<file path="src/rtl/mips_debug_unit.sv">
// mips_debug_unit: UART-side debug endpoint that loads program memory, gates the MIPS pipeline and dumps processor state.
// Ports: i_clk/i_rst (sync, active-low) | i_rx_data/i_rx_valid command bytes in |
//   o_tx_data/o_tx_start/i_tx_done byte handshake out | o_prog_we/o_prog_addr/o_prog_data program writes |
//   o_cpu_en/i_halt/i_pc pipeline control | o_reg_addr/i_reg_data, o_mem_addr/i_mem_data state readback | o_busy
module mips_debug_unit #(
  parameter int LEN = 32,
  parameter int NB_PADDR = 11,
  parameter int NB_DADDR = 10,
  parameter int NB_RADDR = 5,
  parameter int N_DATA_DUMP = 16
) (
  input  logic                i_clk,
  input  logic                i_rst,
  input  logic [7:0]          i_rx_data,
  input  logic                i_rx_valid,
  output logic [7:0]          o_tx_data,
  output logic                o_tx_start,
  input  logic                i_tx_done,
  output logic                o_prog_we,
  output logic [NB_PADDR-1:0] o_prog_addr,
  output logic [LEN-1:0]      o_prog_data,
  output logic                o_cpu_en,
  input  logic                i_halt,
  input  logic [LEN-1:0]      i_pc,
  output logic [NB_RADDR-1:0] o_reg_addr,
  input  logic [LEN-1:0]      i_reg_data,
  output logic [NB_DADDR-1:0] o_mem_addr,
  input  logic [LEN-1:0]      i_mem_data,
  output logic                o_busy
);
  localparam int NI = 33 + N_DATA_DUMP;
  localparam int IW = $clog2(NI);
  typedef enum logic [3:0] {
    IDLE, LD_CNT_LO, LD_CNT_HI, LD_WORD, RUN, STEP, SETTLE, DUMP_LOAD, DUMP_SEND, DUMP_WAIT
  } state_t;
  state_t state, nxt;
  logic [15:0]         cnt;
  logic [NB_PADDR-1:0] widx;
  logic [1:0]          bcnt;
  logic [IW-1:0]       item;
  logic [LEN-1:0]      asm_w;
  logic [LEN-1:0]      sreg;
  logic                last_item;
  assign last_item = item == IW'(NI - 1);
  assign o_tx_data = sreg[LEN-1 -: 8];
  always_ff @(posedge i_clk) begin
    if (!i_rst) state <= IDLE;
    else state <= nxt;
  end
  always_comb begin
    nxt = state;
    case (state)
      IDLE: if (i_rx_valid)
        nxt = i_rx_data == 8'h4C ? LD_CNT_LO :
              i_rx_data == 8'h52 ? RUN :
              i_rx_data == 8'h53 ? STEP :
              i_rx_data == 8'h44 ? DUMP_LOAD : IDLE;
      LD_CNT_LO: if (i_rx_valid) nxt = LD_CNT_HI;
      LD_CNT_HI: if (i_rx_valid) nxt = {i_rx_data, cnt[7:0]} == 16'd0 ? IDLE : LD_WORD;
      LD_WORD:   if (i_rx_valid && bcnt == 2'd3 && cnt == 16'd1) nxt = IDLE;
      RUN:       if (i_halt) nxt = SETTLE;
      STEP:      nxt = SETTLE;
      SETTLE:    nxt = DUMP_LOAD;
      DUMP_LOAD: nxt = DUMP_SEND;
      DUMP_SEND: nxt = DUMP_WAIT;
      DUMP_WAIT: if (i_tx_done) nxt = bcnt != 2'd3 ? DUMP_SEND : last_item ? IDLE : DUMP_LOAD;
      default:   nxt = IDLE;
    endcase
  end
  always_comb begin
    o_cpu_en   = state == STEP || (state == RUN && !i_halt);
    o_tx_start = state == DUMP_SEND;
    o_busy     = state != IDLE;
    // item 0 is the PC, items 1..32 the registers, the rest data memory
    o_reg_addr = (item != '0 && item <= IW'(32)) ? NB_RADDR'(item - IW'(1)) : '0;
    o_mem_addr = item > IW'(32) ? NB_DADDR'(item - IW'(33)) : '0;
  end
  always_ff @(posedge i_clk) begin
    if (!i_rst) begin
      cnt         <= '0;
      widx        <= '0;
      bcnt        <= '0;
      item        <= '0;
      asm_w       <= '0;
      sreg        <= '0;
      o_prog_we   <= 1'b0;
      o_prog_addr <= '0;
      o_prog_data <= '0;
    end else begin
      o_prog_we <= 1'b0;
      case (state)
        IDLE: begin
          widx <= '0;
          bcnt <= '0;
          item <= '0;
        end
        LD_CNT_LO: if (i_rx_valid) cnt <= {8'h00, i_rx_data};
        LD_CNT_HI: if (i_rx_valid) cnt[15:8] <= i_rx_data;
        LD_WORD: if (i_rx_valid) begin
          asm_w <= {asm_w[LEN-9:0], i_rx_data};
          bcnt  <= bcnt + 2'd1;
          if (bcnt == 2'd3) begin
            o_prog_we   <= 1'b1;
            o_prog_addr <= widx;
            o_prog_data <= {asm_w[LEN-9:0], i_rx_data};
            widx        <= widx + NB_PADDR'(1);
            cnt         <= cnt - 16'd1;
          end
        end
        DUMP_LOAD: sreg <= item == '0 ? i_pc : item <= IW'(32) ? i_reg_data : i_mem_data;
        DUMP_WAIT: if (i_tx_done) begin
          sreg <= sreg << 8;
          bcnt <= bcnt + 2'd1;
          if (bcnt == 2'd3) item <= item + IW'(1);
        end
        default: ;
      endcase
    end
  end
endmodule

</file>
<file path="config.mk">
export PLATFORM = sky130hd
export DESIGN_NAME = mips_debug_unit
export DESIGN_NICKNAME = d
export VERILOG_FILES = /design/src/rtl/mips_debug_unit.sv
export SDC_FILE = /design/constraint.sdc
export NUM_CORES = 1
export LEC_CHECK = 0
export CORE_ASPECT_RATIO = 0.8
export CORE_MARGIN = 3
export CORE_UTILIZATION = 45
export DETAILED_ROUTE_END_ITERATION = 10
export PLACE_DENSITY = 0.84
export SETUP_SLACK_MARGIN = 0.15
export SKIP_CTS_REPAIR_TIMING = 1
export SLEW_MARGIN = 20
export SYNTH_ARGS = -nofsm -noshare
export SYNTH_HDL_FRONTEND = slang
export SYNTH_SLANG_ARGS = --single-unit
</file>
<file path="constraint.sdc">
create_clock -name i_clk -period 2.6 [get_ports i_clk]
set_input_delay 0.78 -clock i_clk [delete_from_list [all_inputs] [get_ports i_clk]]
set_output_delay 0.78 -clock i_clk [all_outputs]
set_load 0.01 [all_outputs]
</file>
==> impl_metrics.csv, run 1 <==
group,metric,value,unit
run_status,status,"complete, but fails checks",
run_status,violations,"negative setup slack",
clocking,cts_tree,"yes",
flow_run,maxCapViolCount,0,
sta,rsz0062_at_grt,"true",
worst_setup_path,cp_top_family,"buffers and inverters",
die,num_io_pins,179,
worst_setup_path,crit_path_end_kind,"output port",
routing,wirelength,22100,um
routing,dr.pass1.iters,6,
clocking,worstSkewPairLatency,420,ps
worst_setup_path,worstSetupPathType,"register to output port",
pwr,ir_drop,0.414,mV
global_routing,grt_pass1_vias,6900,
synth,synth_cells,940,
layout,nets,1223,
pwr,total_power,4750,uW
layout,ff_latch_area,0.00279,mm^2
global_routing,antenna_found_initial,0,
routing,detail_route.wl_per_cell,16.6,um
sta,fin_ws,-60.2,ps
global_routing,overflow,0,
placement,place_congestion,0.918,
sta,slew_violations,0,
worst_setup_path,worst_path_most_repeated_cell,"buf_6",
sta,skew,15.0,ps
routing,drtAntennaViolNets,0,
hold_path,hp-class,"register to register",
routing,vias,7461,
sta,finalSetupViolCount,4,
placement,dpl.hpwl,15500,um
synth,ys.flop_type,"dfxtp_1",
clocking,ctsRootBufferMaster,"clkbuf_16",
layout,layout_commonest_cell,"nand2_1",
pwr,p_leak,0.00363,uW
sta,hold-worst-slack,447,ps
die,fp.dieW,148,um
synth,ys_seq_area_share,38.2,%
die,start_util,47.2,%
clocking,clk_path_buf_depth,2,
synth,ys_types,70,
layout,multi_input_comb_area,0.00408,mm^2
worst_setup_path,slowest_stage,"dfxtp_2",
pwr,p_per_area,477,mW/mm^2
clocking,cts_buffers,17,
synth,synth_area,0.00728,mm^2
routing,drc_errors,0,
routing,via_per_inst,5.61,
global_routing,grtUsageTotal,23.8,%
worst_setup_path,crit_chain,"inv_2 -> ha_4 -> buf_6 -> nor4b_4 -> buf_4 -> buf_6 -> nand2_2 -> o21ai_1 -> buf_2",
clocking,clkSinkCount,139,
sta,finalCriticalPeriod,2660,ps
layout,diodes,0,
die,die_y,120,um
sta,period_share,102,%
worst_setup_path,crit_buf_inv,5,
sta,tightestPinTransition,664,ps
clocking,clkTransAtPathRegs,70,ps
worst_setup_path,slowest_delay,330,ps
synth,synth_edf_count,0,
worst_setup_path,arrival,1880,ps
layout,num-fill-cells,1277,
sta,clock.fmax,376,MHz
worst_setup_path,cp-start-kind,"register",
clocking,cts_max_level,4,
layout,drive_gt1_share,13.4,%
sta,slew_headroom,55.4,%
synth,syn_avg_cell_area,7.74,um^2
global_routing,grt_max_degree,67,
layout,synthToLayoutAreaGrowth,36.8,%
worst_setup_path,cp_max_fo,3,
synth,synth-seq-cells,139,
die,die_area,0.0177,mm^2
routing,drtIter0Drc,766,
placement,portBuffers,174,
layout,final_cell_mix,"nand2_1 (216), clkdlybuf4s50_1 (160), dfxtp_1 (135), a21oi_1 (102), o21ai_0 (64)",
die,core,0.0154,mm^2
synth,yosysWarnings,0,
worst_setup_path,cp.required,1820,ps
global_routing,grt_pass1_wl,34900,um
die,rows,40,
synth,async_flop_share,0,%
sta,finalHoldViolations,0,
-- kinds of logic after synthesis --
family / Yosys count / synth area share, %
AO/OA/AOI/OAI: 278 / 23.3
XOR/XNOR: 18 / 2.17
adder cells (fa/ha/maj): 6 / 1.03
buffers and inverters: 98 / 6.69
flip-flops: 139 / 38.2
multiplexers: 32 / 4.82
other: 1 / 0.0515
AND/OR/NAND/NOR: 368 / 23.7
-- worst reg2reg max path: stages (launching register included) --
cell and delay (ps):
dfxtp_2 330, inv_2 60, ha_4 140, buf_6 100, nor4b_4 270, buf_4 180, buf_6 100, buf_12 270
mux2_2 400, o211ai_1 270, a31oi_1 120
-- synth_stat cells, drive strengths merged, types with 5 or more instances --
master / instances / area share, %
o21ai: 72 / 5.0
nand2: 218 / 11
a211oi: 10 / 1.0
clkbuf: 38 / 2.0
nor2: 50 / 2.6
ha: 6 / 1.0
mux2: 24 / 3.7
inv: 9 / 0.46
a21oi: 104 / 7.3
o211ai: 25 / 2.6
a31oi: 28 / 2.4
a22o: 9 / 1.1
nor4: 10 / 1.3
nor2b: 10 / 0.89
mux2i: 8 / 1.1
buf: 50 / 4.2
and2: 5 / 0.43
xor2: 8 / 0.96
nor3: 6 / 0.41
dfxtp: 139 / 38
nand3: 33 / 2.3
xnor2: 10 / 1.2
nand4: 9 / 0.98
-- worst paths after layout --
path,start,to,slack (ps),cells after the start
worst min register to register,asm_w[23]$_SDFFE_PN0P_,o_prog_data[31]$_SDFFE_PN0P_,450,2
worst min-delay path,asm_w[23]$_SDFFE_PN0P_,o_prog_data[31]$_SDFFE_PN0P_,450,2
worst max-delay path,item[1]$_SDFFE_PN0P_,o_reg_addr[4],-60,9
worst max register to register,item[1]$_SDFFE_PN0P_,sreg[12]$_SDFFE_PN0P_,230,10
-- metal layers --
metal  track usage [%]  vias up  share of wire (%)
li1                  -     3629                  -
met1              33.3     3508                 46
met2              37.6      289                 46
met3              5.06       35                6.4
met4              5.89        0                1.6
met5                 0        -                  0
-- report_power, final --
part	internal (uW)	total, uW	switching (uW)
clock network	1250	2270	1020
registers	2130	2130	1.61
logic	211	341	130
-- layout make-up --
class,instances,area share (%)
Clock inverter,15,1.29
Timing Repair Buffer,234,22.4
Sequential cell,139,28.0
Tap cell,210,2.64
Inverter,10,0.377
Clock buffer,17,4.27
Multi-Input combinational cell,706,41.0
-- state kept, by name, summed over array words and instances (netlist names) --
register	cells
sreg	32
cnt	16
widx	11
o_prog_data	32
state	4
o_prog_we	1
bcnt	2
asm_w	24
o_prog_addr	11
item	6
-- stage by stage --
stage | instances | setup WS [ps] | setup TNS (ps) | utilization (%) | area (um^2)
final | 1331 | -60.2 | -150 | 64.6 | 9950
after global routing | 1331 | -162 | -610 | 64.6 | 9950
after CTS | 1326 | -484 | -4750 | 64.0 | 9870
after detailed placement | 1294 | -138 | -202 | 60.4 | 9320
after global placement | 1294 | -145 | -145 | 60.4 | 9320
after floorplan | 943 | 157 | 0 | - | 7290
(Power assumes the default switching activity.)
==> run 2: changes to the inputs <==
--- a/config.mk
+++ b/config.mk
@@ -12,6 +12,7 @@
 export PLACE_DENSITY = 0.84
 export SETUP_SLACK_MARGIN = 0.15
 export SKIP_CTS_REPAIR_TIMING = 1
+export SKIP_LAST_GASP = 1
 export SLEW_MARGIN = 20
 export SYNTH_ARGS = -nofsm -noshare
 export SYNTH_HDL_FRONTEND = slang
==> impl_metrics.csv, run 2 (synthesis results as in run 1) <==
group,metric,value,unit
run_status,status,"complete, but fails checks",
run_status,violations,"negative setup slack",
pwr,p_leak,0.00364,uW
sta,finalHoldViolations,0,
die,fp.dieW,148,um
routing,drc_errors,0,
layout,multi_input_comb_area,0.00408,mm^2
die,die_y,120,um
sta,finalSetupViolCount,4,
worst_setup_path,timing.rr.start,"item[0]$_SDFFE_PN0P_",
worst_setup_path,cp_max_fo,3,
hold_path,hold_path_depth,2,
layout,diodes,0,
worst_setup_path,cp.depth,9,
clocking,cts_max_level,4,
die,die_area,0.0177,mm^2
routing,drtAntennaViolNets,0,
clocking,clkSinkCount,139,
die,core,0.0154,mm^2
worst_setup_path,worstSetupPathType,"register to output port",
layout,finalInstanceArea,0.00996,mm^2
layout,num-fill-cells,1272,
global_routing,grtUsageTotal,23.8,%
worst_setup_path,crit_path_end_kind,"output port",
die,num_io_pins,179,
die,start_util,47.2,%
worst_setup_path,crit_chain,"inv_2 -> ha_4 -> buf_6 -> nor4b_4 -> buf_4 -> buf_6 -> nand2_1 -> o21ai_1 -> buf_2",
global_routing,antenna_found_initial,0,
placement,placed_cell_area,0.00932,mm^2
layout,final_cell_mix,"nand2_1 (217), clkdlybuf4s50_1 (160), dfxtp_1 (135), a21oi_1 (102), o21ai_0 (64)",
clocking,clkTransAtPathRegs,70,ps
global_routing,grt_max_degree,67,
layout,synthToLayoutAreaGrowth,36.9,%
clocking,worstSkewPairLatency,420,ps
routing,detail_route.wl_per_cell,16.5,um
worst_setup_path,slowest_delay,320,ps
sta,fin_ws,-83.1,ps
global_routing,grt_pass1_vias,6900,
worst_setup_path,slowest_stage,"dfxtp_2",
clocking,clk_path_buf_depth,2,
die,rows,40,
layout,top_regs,"o_prog_data (32), sreg (32), asm_w (24)",
worst_setup_path,arrival,1900,ps
sta,slew_headroom,56.4,%
placement,dpl.hpwl,15500,um
clocking,ctsRootBufferMaster,"clkbuf_16",
sta,slew_violations,0,
sta,skew,12.4,ps
routing,dr.pass1.iters,5,
worst_setup_path,cp.required,1820,ps
sta,rsz0062_at_grt,"true",
layout,ff_latch_area,0.00279,mm^2
sta,finalCriticalPeriod,2680,ps
worst_setup_path,cp_top_family,"buffers and inverters",
layout,layout_commonest_cell,"nand2_1",
pwr,ir_drop,0.417,mV
worst_setup_path,reg2reg_depth,10,
placement,portBuffers,174,
sta,period_share,103,%
routing,via_per_inst,5.61,
routing,wirelength,22000,um
sta,tightestPinTransition,649,ps
worst_setup_path,cp-start-kind,"register",
worst_setup_path,crit_buf_inv,5,
sta,clock.fmax,373,MHz
clocking,cts_tree,"yes",
hold_path,hold_start,"asm_w[23]$_SDFFE_PN0P_",
placement,place_congestion,0.918,
routing,vias,7465,
layout,nets,1223,
worst_setup_path,startpoint,"item[0]$_SDFFE_PN0P_",
hold_path,hp-class,"register to register",
placement,dp.cells,1294,
clocking,cts_buffers,17,
routing,drtIter0Drc,722,
global_routing,overflow,0,
layout,finalNonFillerCells,1331,
pwr,p_per_area,477,mW/mm^2
global_routing,grt_pass1_wl,34900,um
worst_setup_path,worst_path_most_repeated_cell,"buf_6",
layout,drive_gt1_share,13.2,%
flow_run,maxCapViolCount,0,
run 2: changes by cell type in the layout (fill, tap and decap cells not counted), sizes merged:
cell          delta
clkbuf           +3
buf              -4
dlymetal6s2s     +1
run 2: through the flow:
stage / utilization [%] / total power [uW] / setup TNS, ps / hold slack, ps / setup slack (ps)
finish: 64.6 / 4750 / -209 / 447 / -83.1
global route: 64.6 / 4880 / -674 / 470 / -179
CTS: 64.0 / 4770 / -4750 / 451 / -484
detailed placement: 60.4 / 2520 / -202 / 447 / -138
global placement: 60.4 / 2510 / -145 / 442 / -145
floorplan: - / 2290 / 0 / 432 / 157
run 2: per-layer routing:
metal  vias up  global-route usage (%)  share of wire, %
met2       272                    37.6                47
li1       3634                       -                 -
met5         -                       0                 0
met1      3523                    33.3                46
met3        36                    5.06               6.0
met4         0                    5.89               1.7
run 2: area by class of cell:
type | count | share of cell area [%]
sequential | 139 | 28.0
timing repair buffer | 234 | 22.5
tap | 210 | 2.64
clock buffer | 17 | 4.27
multi-input combinational | 706 | 40.9
clock inverter | 15 | 1.29
inverter | 10 | 0.377
run 2: path summary, 6_finish.rpt:
path	slack (ps)	to
setup / recovery	-80	o_reg_addr[4]
hold / removal	450	o_prog_data[31]$_SDFFE_PN0P_
setup reg to reg	280	sreg[31]$_SDFFE_PN0P_
hold reg to reg	450	o_prog_data[31]$_SDFFE_PN0P_
run 2: where the power goes:
group | switching, uW | internal (uW)
Clock | 1020 | 1250
Combinational | 130 | 211
Sequential | 1.62 | 2130
Total | 1160 | 3600
run 2: worst register-to-register path, cell delays in order (launching register included):
cell and delay [ps]:
dfxtp_2 320, inv_2 70, ha_4 140, buf_6 100, nor4b_4 270, buf_4 180, buf_6 90, buf_12 270
mux2_2 400, o211ai_1 240, a31oi_1 110
==> RTL edit 1, RTL diff (config.mk and constraints of run 2) <==
The parameter `N_DATA_DUMP` goes from 16 to 8.
--- a/src/rtl/mips_debug_unit.sv
+++ b/src/rtl/mips_debug_unit.sv
@@ -8,5 +8,5 @@
   parameter int NB_DADDR = 10,
   parameter int NB_RADDR = 5,
-  parameter int N_DATA_DUMP = 16
+  parameter int N_DATA_DUMP = 8
 ) (
   input  logic                i_clk,
Formal check against the unedited RTL: no difference found for any inputs over 10 cycles, from zero or initial values and one cycle with i_rst low; that may be too few to reach the edited logic, so the function may still have changed.
==> RTL edit 1 against run 2 <==
Non-clock buffer count fell by 3. Routed wire length fell by 7.7%. First-iteration DRC count fell by 34%. Sequential cell count did not move. Area after synthesis rose by 3.1%. Total power barely moved. Worst setup slack improved by 0.099 ns. Global-route usage fell by 1.9 points. Cell area rose by 1.9%. Combinational power rose by 5%. Register-to-register slack got worse by 0.06 ns.
==> RTL edit 1: results <==
metrics = {
    "cells_and_area": {
        "diodes": 0,
        "drive_above_1_share": 0.1430,
        "nFillCells": 1370,
        "reg.largest.list": "o_prog_data x32, sreg x32, asm_w x24",
        "fin_nets": 1209,
    },
    "drt": {
        "wl_met2_mm": 9.377,
        "wl_met3_mm": 1.442,
        "firstDrtPassIters": 5,
        "vias": 7209,
        "viasPerCell": 5.461,
        "drt_iter0_drc": 476,
        "top_layer": "met4",
        "wl_met1_mm": 9.066,
        "wl_per_cell_um": 15.35,
    },
    "synthesis": {
        "yosys.cell_types.count": 66,
        "seq_area_frac_synth": 0.3710,
        "synthTopCellsByCount": "nand2_1 (214), dfxtp_1 (139), a21boi_0 (55)",
        "yosys-top-cells-area": "dfxtp_1 (37%), nand2_1 (11%), a21boi_0 (5.5%)",
        "synthCells": 931,
        "synthArstFlopShare": 0,
        "synth_ff_type": "dfxtp_1",
        "ys.warnings.count": 0,
    },
    "sta": {
        "hold_slack_ns": 0.4499,
        "skew_ns": 0.009764,
        "setup-tns-final_ns": 0,
        "relSlewSlack": 0.5806,
    },
    "global_routing": {
        "grt_pass1_vias": 6677,
        "use_met1": 0.2862,
        "use_met2": 0.3523,
        "antenna_found_initial": 0,
        "grt_usage": 0.2194,
        "grt_first_pass_wirelength_mm": 32.42,
        "grt_max_degree": 65,
        "grt_use_met3": 0.06423,
    },
    "min_path": {
        "min_path_type": "flop to flop",
        "worstHoldEndpoint": "o_prog_data[25]$_SDFFE_PN0P_",
        "min-delay-start": "asm_w[17]$_SDFFE_PN0P_",
    },
    "place": {
        "place_area_um2": 9510,
        "gp_congestion": 0.8578,
        "dp_hpwl_mm": 14.55,
        "dp_slack_ns": -0.3555,
        "port_buffers": 178,
        "dpl.cell_count": 1285,
    },
    "worst_setup_path": {
        "critPathMaxFanout": 4,
        "ff2ff_path_depth": 8,
        "r2r_slack_ns": 0.22,
        "reg2reg_to": "sreg[23]$_SDFFE_PN0P_",
        "worstPathArrival_ns": 1.80,
        "r2r-start": "item[1]$_SDFFE_PN0P_",
    },
    "power_and_ir_drop": {
        "peakVddDrop_v": 0.0003347,
        "p_leak_nw": 3.869,
    },
    "run_status": {
        "status": "complete, no violations",
    },
    "clock_tree": {
        "clk_latency_ns": 0.42,
        "clkTransAtPathRegs_ns": 0.06,
        "htree_levels": 4,
        "cts_inserted_buffers": 17,
        "ctsLongestPathBuffers": 2,
    },
}
## RTL edit 1: report_power, final
| part | internal, mW | switching, mW | total (mW) |
|---|---|---|---|
| Clock | 1.36 | 0.897 | 2.26 |
| Combinational | 0.228 | 0.130 | 0.359 |
| Sequential | 2.13 | 0.00189 | 2.13 |
| Total | 3.72 | 1.03 | 4.75 |
## RTL edit 1: critical path, stage by stage, from the launching register on
cell and delay (ns):
dfxtp_2 0.34, inv_4 0.07, ha_4 0.14, nor4b_4 0.31, xor2_2 0.24, buf_4 0.15
nor2_2 0.03, buf_2 0.13
## RTL edit 1: logic make-up (layout without fill, tap and decap cells)
kind of cell             count (synthesis)  in the layout  share of synthesized area
flip-flops                             139            139                     0.3710
XOR/XNOR                                12             12                    0.01401
multiplexers                            57             57                    0.08007
adder cells (fa/ha/maj)                  7              7                    0.01168
AND/OR/NAND/NOR                        349            349                     0.2122
buffers and inverters                   99            273                    0.06839
AO/OA/AOI/OAI                          268            268                     0.2427
## RTL edit 1: cell type report
cell class,count,area [um^2],share of cell area
tap,215,269.0,0.02650
clock buffer,21,460.4,0.04535
timing repair buffer,231,2175,0.2142
clock inverter,10,93.84,0.009243
multi-input combinational,693,4319,0.4254
sequential,139,2789,0.2747
inverter,11,46.29,0.004560
## RTL edit 1: how the worst max path moves through the flow
stage	slack, ns	startpoint	endpoint
2_1_floorplan	0.13	item[0]$_SDFFE_PN0P_	o_mem_addr[2]
3_5_place_dp	-0.36	i_rx_data[5]	state[1]$_SDFFE_PN0P_
4_1_cts	-0.39	item[0]$_SDFFE_PN0P_	o_reg_addr[1]
5_1_grt	-0.06	item[1]$_SDFFE_PN0P_	o_reg_addr[1]
6_report	0.02	item[1]$_SDFFE_PN0P_	o_reg_addr[1]
3_3_place_gp	-0.32	i_rx_data[3]	state[1]$_SDFFE_PN0P_
==> RTL edit 2, RTL diff (flow settings as in run 2) <==
Without the edit above. Re-encode `state_t` (10 states) as Gray code, 4 bits wide.
--- a/src/rtl/mips_debug_unit.sv
+++ b/src/rtl/mips_debug_unit.sv
@@ -32,5 +32,5 @@
   localparam int IW = $clog2(NI);
   typedef enum logic [3:0] {
-    IDLE, LD_CNT_LO, LD_CNT_HI, LD_WORD, RUN, STEP, SETTLE, DUMP_LOAD, DUMP_SEND, DUMP_WAIT
+    IDLE = 4'b0000, LD_CNT_LO = 4'b0001, LD_CNT_HI = 4'b0011, LD_WORD = 4'b0010, RUN = 4'b0110, STEP = 4'b0111, SETTLE = 4'b0101, DUMP_LOAD = 4'b0100, DUMP_SEND = 4'b1100, DUMP_WAIT = 4'b1101
   } state_t;
   state_t state, nxt;
Behaviour: same outputs for any inputs over 4 cycles, from zero or initial values and one cycle with i_rst low; so few cycles prove little.
==> RTL edit 2 against run 2 <==
Routed wire length shrank 2.5%. Worst setup slack improved by 0.13 ns. Total power is 10% higher. Sequential cell count stayed put. Core utilization increased by 0.96 points. Area after synthesis is 0.81% lower. Critical path depth is 1 lower. Synthesized cell count fell by 1.4%. Clock skew is 0.0019 ns higher. Cell area is 1.2% higher. Sequential power grew 2%. Cell count fell by 0.60%. Critical path type unchanged. Largest power group unchanged.
==> RTL edit 2: results <==
metrics = {
    "power_and_ir_drop": {
        "p_leak_nw": 3.794,
        "powerDensity_nw_per_um2": 520.3,
        "p_sw_mw": 1.380,
        "powerComb_mw": 0.637,
        "p_seq_frac": 0.415,
        "peakVddDrop_v": 0.0005156,
    },
    "place": {
        "gp_congestion": 0.8847,
        "dp_slack_ns": -0.2338,
        "dpl.cell_count": 1286,
        "place_area_um2": 9376,
        "dp_hpwl_mm": 15.24,
    },
    "worst_setup_path": {
        "timing.critical_path.from": "item[1]$_SDFFE_PN0P_",
        "crit_family": "buffers and inverters",
        "endpoint": "o_reg_addr[1]",
        "reg2reg_to": "sreg[9]$_SDFFE_PN0P_",
        "critPathMaxFanout": 4,
        "cp_slowest_cell": "dfxtp_2",
        "r2r_slack_ns": 0.32,
        "worstPathArrival_ns": 1.77,
    },
    "drt": {
        "wl_per_cell_um": 16.17,
        "wl_met3_mm": 1.340,
        "routed_wl_mm": 21.39,
        "vias": 7446,
        "wl_met2_mm": 9.885,
        "wl_met1_mm": 9.600,
        "firstDrtPassIters": 5,
        "drt_iter0_drc": 632,
    },
    "synthesis": {
        "yosys.area.top_type_share": 0.3856,
        "synth_fa_ha_area_frac": 0.01214,
        "ys.warnings.count": 0,
        "synthXorXnorAreaFrac": 0.01820,
        "synthCells": 927,
        "yosys.cell_types.count": 64,
        "synthMuxAreaShare": 0.08322,
        "synthTopCellsByCount": "nand2_1 (217), dfxtp_1 (139), a21oi_1 (100)",
        "yosys-top-cells-area": "dfxtp_1 (39%), nand2_1 (11%), a21oi_1 (6.9%)",
        "synth_compound_area_frac": 0.2209,
        "seq_area_frac_synth": 0.3856,
    },
    "cells_and_area": {
        "drive_above_1_share": 0.1456,
        "fin_nets": 1216,
        "nFillCells": 1306,
    },
    "sta": {
        "relSlewSlack": 0.5879,
        "hold_slack_ns": 0.4509,
        "skew_ns": 0.01429,
        "slew_viol_final": 0,
        "min_period_ns": 2.550,
        "hold_violations": 0,
    },
    "global_routing": {
        "grt_max_degree": 66,
        "grt_pass1_vias": 6953,
        "grt_use_met3": 0.03385,
        "use_met1": 0.3246,
        "grt_usage": 0.2348,
        "use_met2": 0.3750,
        "grt_first_pass_wirelength_mm": 34.27,
    },
    "min_path": {
        "min-delay-start": "o_prog_data[4]$_SDFFE_PN0P_",
        "worstHoldEndpoint": "o_prog_data[4]$_SDFFE_PN0P_",
    },
    "clock_tree": {
        "root_buffer": "clkbuf_16",
    },
    "run_status": {
        "status": "complete, no violations",
    },
}
RTL edit 2: cell count changes after synthesis, moves of 9 or more:
| cell | before | now |
|---|---|---|
| o21ai_0 | 67 | 49 |
| mux2i_1 | 8 | 33 |
| nand3_1 | 33 | 9 |
| clkbuf_1 | 37 | 54 |
| buf_2 | 25 | 12 |
| a22o_1 | 9 | 0 |
RTL edit 2: layout make-up:
type | instances | area (um^2) | area share
Clock buffer | 17 | 425.4 | 0.04223
Clock inverter | 15 | 172.7 | 0.01714
Sequential cell | 139 | 2788 | 0.2767
Multi-Input combinational cell | 697 | 4110 | 0.4080
Inverter | 10 | 37.54 | 0.003726
Timing Repair Buffer | 235 | 2278 | 0.2262
Tap cell | 210 | 262.8 | 0.02608
RTL edit 2: kinds of logic after synthesis:
family / Yosys count
adder cells (fa/ha/maj): 7
other: 1
multiplexers: 57
AND/OR/NAND/NOR: 355
AO/OA/AOI/OAI: 259
buffers and inverters: 94
XOR/XNOR: 15
flip-flops: 139
